===== src/rtl/latch_q_sync_filter.sv =====
// latch_q_sync_filter: synchronizes a latch q/qbar pair, debounces q, and reports edges, counts and q/qbar disagreement
module latch_q_sync_filter #(
   parameter int SYNC_STAGES   = 2,
   parameter int STABLE_CYCLES = 4,
   parameter int CNT_W         = 8
) (
   input  logic             clk,
   input  logic             rst,
   input  logic             q_in,
   input  logic             qbar_in,
   input  logic             clr,
   output logic             q_sync,
   output logic             q_filt,
   output logic             rise_pulse,
   output logic             fall_pulse,
   output logic [CNT_W-1:0] edge_count,
   output logic             mismatch
);
   localparam int CW = $clog2(STABLE_CYCLES);
   typedef enum logic [1:0] {LOW, PEND_H, HIGH, PEND_L} state_t;
   state_t                 state;
   logic [CW-1:0]          cnt;
   logic [SYNC_STAGES-1:0] sq, sqb;
   logic                   s, sb, eq_d, acc_r, acc_f;
   assign s      = sq[SYNC_STAGES-1];
   assign sb     = sqb[SYNC_STAGES-1];
   assign q_sync = s;
   always_comb begin
      acc_r = state == PEND_H && s && cnt == CW'(STABLE_CYCLES - 1);
      acc_f = state == PEND_L && !s && cnt == CW'(STABLE_CYCLES - 1);
   end
   always_ff @(posedge clk) begin
      if (rst) begin
         sq         <= '0;
         sqb        <= '0;
         state      <= LOW;
         cnt        <= '0;
         eq_d       <= 1'b0;
         q_filt     <= 1'b0;
         rise_pulse <= 1'b0;
         fall_pulse <= 1'b0;
         edge_count <= '0;
         mismatch   <= 1'b0;
      end else begin
         sq         <= {sq[SYNC_STAGES-2:0], q_in};
         sqb        <= {sqb[SYNC_STAGES-2:0], qbar_in};
         eq_d       <= s == sb;
         rise_pulse <= acc_r;
         fall_pulse <= acc_f;
         q_filt     <= acc_r ? 1'b1 : acc_f ? 1'b0 : q_filt;
         mismatch   <= clr ? 1'b0 : mismatch | (eq_d && s == sb);
         // clr beats a same-cycle acceptance; the counter sticks at all-ones
         if (clr)
            edge_count <= '0;
         else if ((acc_r || acc_f) && edge_count != '1)
            edge_count <= edge_count + 1'b1;
         case (state)
            LOW:
               if (s) begin
                  state <= PEND_H;
                  cnt   <= CW'(1);
               end
            PEND_H:
               if (!s) begin
                  state <= LOW;
                  cnt   <= '0;
               end else if (acc_r) begin
                  state <= HIGH;
                  cnt   <= '0;
               end else
                  cnt <= cnt + 1'b1;
            HIGH:
               if (!s) begin
                  state <= PEND_L;
                  cnt   <= CW'(1);
               end
            PEND_L:
               if (s) begin
                  state <= HIGH;
                  cnt   <= '0;
               end else if (acc_f) begin
                  state <= LOW;
                  cnt   <= '0;
               end else
                  cnt <= cnt + 1'b1;
            default: begin
               state <= LOW;
               cnt   <= '0;
            end
         endcase
      end
   end
endmodule


===== config.mk =====
export PLATFORM = sky130hd
export DESIGN_NAME = latch_q_sync_filter
export DESIGN_NICKNAME = d
export VERILOG_FILES = /design/src/rtl/latch_q_sync_filter.sv
export SDC_FILE = /design/constraint.sdc
export NUM_CORES = 1
export LEC_CHECK = 0
export CAP_MARGIN = 25
export CORE_MARGIN = 10
export CORE_UTILIZATION = 40
export CTS_BUF_LIST = sky130_fd_sc_hd__clkbuf_8
export DETAILED_ROUTE_END_ITERATION = 10
export HOLD_SLACK_MARGIN = 0.05
export PLACE_DENSITY = 0.68
export SLEW_MARGIN = 20
export SYNTH_ARGS = -nofsm -noshare
export SYNTH_HDL_FRONTEND = slang
export SYNTH_SLANG_ARGS = --single-unit
export TNS_END_PERCENT = 1

===== constraint.sdc =====
create_clock -name clk -period 1.4 [get_ports clk]
set_input_delay 0.14 -clock clk [delete_from_list [all_inputs] [get_ports clk]]
set_output_delay 0.14 -clock clk [all_outputs]
set_load 0.02 [all_outputs]

==> summary.md <==
| Metric | Value |
|---|---|
| Final min period | `1490 ps` |
| Via density | `4.97` |
| CP arrival | `1690 ps` |
| FF-to-FF Start | `cnt[0]` |
| Top post-synthesis cells by area | `dfxtp_1, a21oi_1, nor2b_1, nor2_1, ha_1` |
| Data required time of the worst path | `1600 ps` |
| Cts bufs inserted | `3` |
| Synth Area in XOR/XNOR | `4.09%` |
| Power Total | `1.10 mW` |
| First-pass GRT wire length | `3440 um` |
| Initial antenna violation count | `0` |
| Gpl congestion | `0.766` |
| Final worst clock skew | `1.96 ps` |
| Post-Synth Adder-Cell Area | `3.03%` |
| H-tree Lvls | `1` |
| Die X | `65.4 um` |
| Tcrit/Tclk final | `107%` |
| Cells after synthesis | `86` |
| Met3 wire length | `89 um` |
| Row cnt | `16` |
| Mean Syn Cell Area | `9.60 um2` |
| Drt drc | `0` |
| Syn nets | `93` |
| Gr usage total | `10.2%` |
| Flop and latch count out of synthesis | `21` |
| Largest net degree at the start of global routing | `13` |
| Die Y | `65.4 um` |
| Pre-Repair DR Iteration Count | `4` |
| Max Freq | `0.670 GHz` |
| Cell Pwr Density | `878 nW/um2` |
| Fin area | `1250 um2` |
| Logic pwr share | `6.8%` |
| Post-CTS Hold Buffers | `0` |
| Area of the mapped netlist | `826 um2` |
| Ant. Diodes | `0` |
| Worst setup SP type | `register` |
| Final Max Tran Viols | `0` |
| Antenna viol nets, final | `0` |
| Final wirelength | `2070 um` |
| Multiplexer share of the synthesized area | `1.21%` |
| Fin. Hold Viols | `0` |
| Psw | `0.250 mW` |
| Compound-Gate Fraction of Synth Area | `14.7%` |
| Total die area | `4280 um2` |
| Root Driver | `clkbuf_8` |
| Post-synthesis sequential area ratio | `50.9%` |
| Met1 WL | `831 um` |
| Largest family of logic cells by synthesized area | `simple AND/OR/NAND/NOR gates` |
| Worst-Skew Late Latency | `260 ps` |
| Sw Share | `22.8%` |
| HPWL Detailed | `1450 um` |
| Finished Layout Cells | `151` |
| CTS tree | `done` |
| Core ar. | `1960 um2` |
| Leak | `0.532 nW` |
| Crit path from | `cnt[0]` |
| Simple-gate share of the synthesized area | `22.7%` |
| Critical Path End | `edge_count[5]` |
| DP Cell Count | `147` |
| Met2 WL | `1100 um` |
| Final setup violation count | `5` |
| Global route total overflow | `0` |
| Seq pwr share | `56.2%` |
| R2r endpoint | `edge_count[5]` |
| Hold Crit Class | `in -> reg` |
| RSZ-0062 raised after global routing | `yes` |
| Initial Utilization | `42.1%` |
| R2R depth | `5` |
| Unique masters post-synth | `29` |
| Share of the synthesized area in the top cell type | `50.9%` |
| Slew HR | `79.0%` |
| Failing checks | `negative setup slack` |
| CP Capture Type | `register` |
| R2R setup slack | `-90 ps` |
| Area occupied by multi-input gates | `414 um2` |
| Clock power frac | `37.0%` |
| Clock Sinks | `21` |
| Max_cap viols | `0` |
| # port buffers | `17` |
| # nets final | `132` |
| DP Area | `1180 um2` |
| CP Class | `reg -> reg` |
| Initial drt markers | `19` |
| Register area | `430 um2` |
| Dominant cell type by area after synthesis | `dfxtp_1` |
| VDD IR max | `0.538 mV` |
| Vias | `750` |
| Finished Core Util | `63.8%` |
| Warnings from Yosys | `0` |
| Layout cells sized above 1 | `31.5%` |
| Ports | `18` |
| Highest Signal Layer | `met4` |
| Final worst-path setup slack | `-93.1 ps` |
| WL/cell | `13.7 um` |
| Hold WS | `425 ps` |
| CP max FO | `11` |
| Fill cells | `189` |
| Area Growth Syn to Fin | `51.5%` |
| CTS Buffer Depth | `2` |
| Status | `complete, but fails checks` |
| Least-Margin Pin Slew | `313 ps` |
| Clock-pin slew on the worst setup and hold paths | `80 ps` |
| Vias in the first global route | `751` |
| P_int | `0.848 mW` |
Yosys cell counts (all sizes together):
library cell   n
or3            3
or2            1
mux2i          1
a31oi          1
nor2b          5
nand4          1
nor3b          1
o31ai          3
xor2           2
inv            1
a21oi          9
o211ai         1
nor2           7
o21a           1
buf            2
o21ai          4
dfxtp         21
nor4b          2
and2           1
a211oi         1
nand2          6
or4            3
nand3          4
ha             2
xnor2          1
clkbuf         2
state kept, by name (all words and copies together), names as in the netlist, named ones only:
signal	count
eq_d	1
rise_pulse	1
edge_count	8
sq	2
q_filt	1
mismatch	1
cnt	2
state	1
sqb	2
fall_pulse	1
kinds of logic (layout without fill, tap and decap cells):
logic type / count (synthesis) / in the layout
AO/OA/AOI/OAI: 20 / 20
XOR/XNOR: 3 / 3
adder cells (fa/ha/maj): 2 / 2
buffers and inverters: 5 / 43
flip-flops: 21 / 21
multiplexers: 1 / 1
AND/OR/NAND/NOR: 34 / 34
layer usage:
layer  up-vias  global-route usage, %
met5         -                      0
li1        379                      -
met2        17                   17.8
met1       349                   10.9
met4         0                   6.42
met3         5                   2.37
cells in the final DEF, fill, tap and decap left out:
| cell | n |
|---|---|
| dlymetal6s2s_1 | 1 |
| o211ai_4 | 1 |
| nand3_2 | 1 |
| nand2_1 | 6 |
| dfxtp_1 | 15 |
| a31oi_1 | 1 |
| nor2_1 | 7 |
| nor3b_1 | 1 |
| clkinv_2 | 1 |
| or2_2 | 1 |
| or3_4 | 1 |
| dlygate4sd2_1 | 9 |
| clkbuf_8 | 3 |
| nand4_1 | 1 |
| o21a_1 | 1 |
| buf_4 | 20 |
| xnor2_1 | 1 |
| and2_4 | 1 |
| o21ai_0 | 4 |
| dfxtp_2 | 5 |
| dfxtp_4 | 1 |
| buf_6 | 1 |
| a21oi_1 | 8 |
| a211oi_1 | 1 |
| xor2_4 | 1 |
| inv_1 | 1 |
| nor4b_1 | 2 |
| a21oi_2 | 1 |
| or3_1 | 2 |
| nand3_1 | 3 |
| or4_1 | 3 |
| clkdlybuf4s50_1 | 7 |
| nor2b_1 | 5 |
| ha_1 | 1 |
| xor2_1 | 1 |
| mux2i_1 | 1 |
| ha_2 | 1 |
| o31ai_1 | 3 |
area by class of cell:
cell class	instances	share of cell area, %
Tap cell	27	2.70
Multi-Input combinational cell	60	33.1
Inverter	1	0.300
Sequential cell	21	34.4
Clock buffer	3	3.30
Clock inverter	1	0.400
Timing Repair Buffer	38	25.8
worst max-delay path, stage by stage (launching register included):
cell and delay, ps:
dfxtp_2 340, ha_1 170, and2_4 170, o211ai_4 130, or4_1 480, a21oi_1 130
how the worst min path moves through the flow:
stage | slack [ps] | cells after the start | to | from
after floorplan | 210 | 1 | sq[0] | rst
after CTS | 420 | 2 | sq[0] | q_in
after global placement | 420 | 1 | sqb[1] | sqb[0]
after global routing | 460 | 1 | sq[1] | sq[0]
after detailed placement | 430 | 1 | sq[1] | sq[0]
final | 420 | 2 | sq[0] | q_in
stage by stage:
step,setup TNS [ps],worst slack [ps]
finish,-249,-93.1
global placement,-457,-88.9
detailed placement,-762,-151
floorplan,-230,-61.4
global route,-758,-144
CTS,-364,-75.8
power by group through the flow:
stage / clock [mW] / combinational (mW) / sequential (mW)
2_1_floorplan: 0 / 0.0341 / 0.636
3_3_place_gp: 0 / 0.0726 / 0.631
3_5_place_dp: 0 / 0.0746 / 0.631
4_1_cts: 0.414 / 0.0747 / 0.617
5_1_grt: 0.424 / 0.0821 / 0.619
6_report: 0.407 / 0.0742 / 0.618
what timing repair did:
action	CTS	global route
cloned	0	0
hold endpoints to repair	0	0
setup buffers	0	0
endpoints found under the setup margin	17	9
pin swaps	1	0
resized for setup	12	7
(Power assumes the default switching activity.)
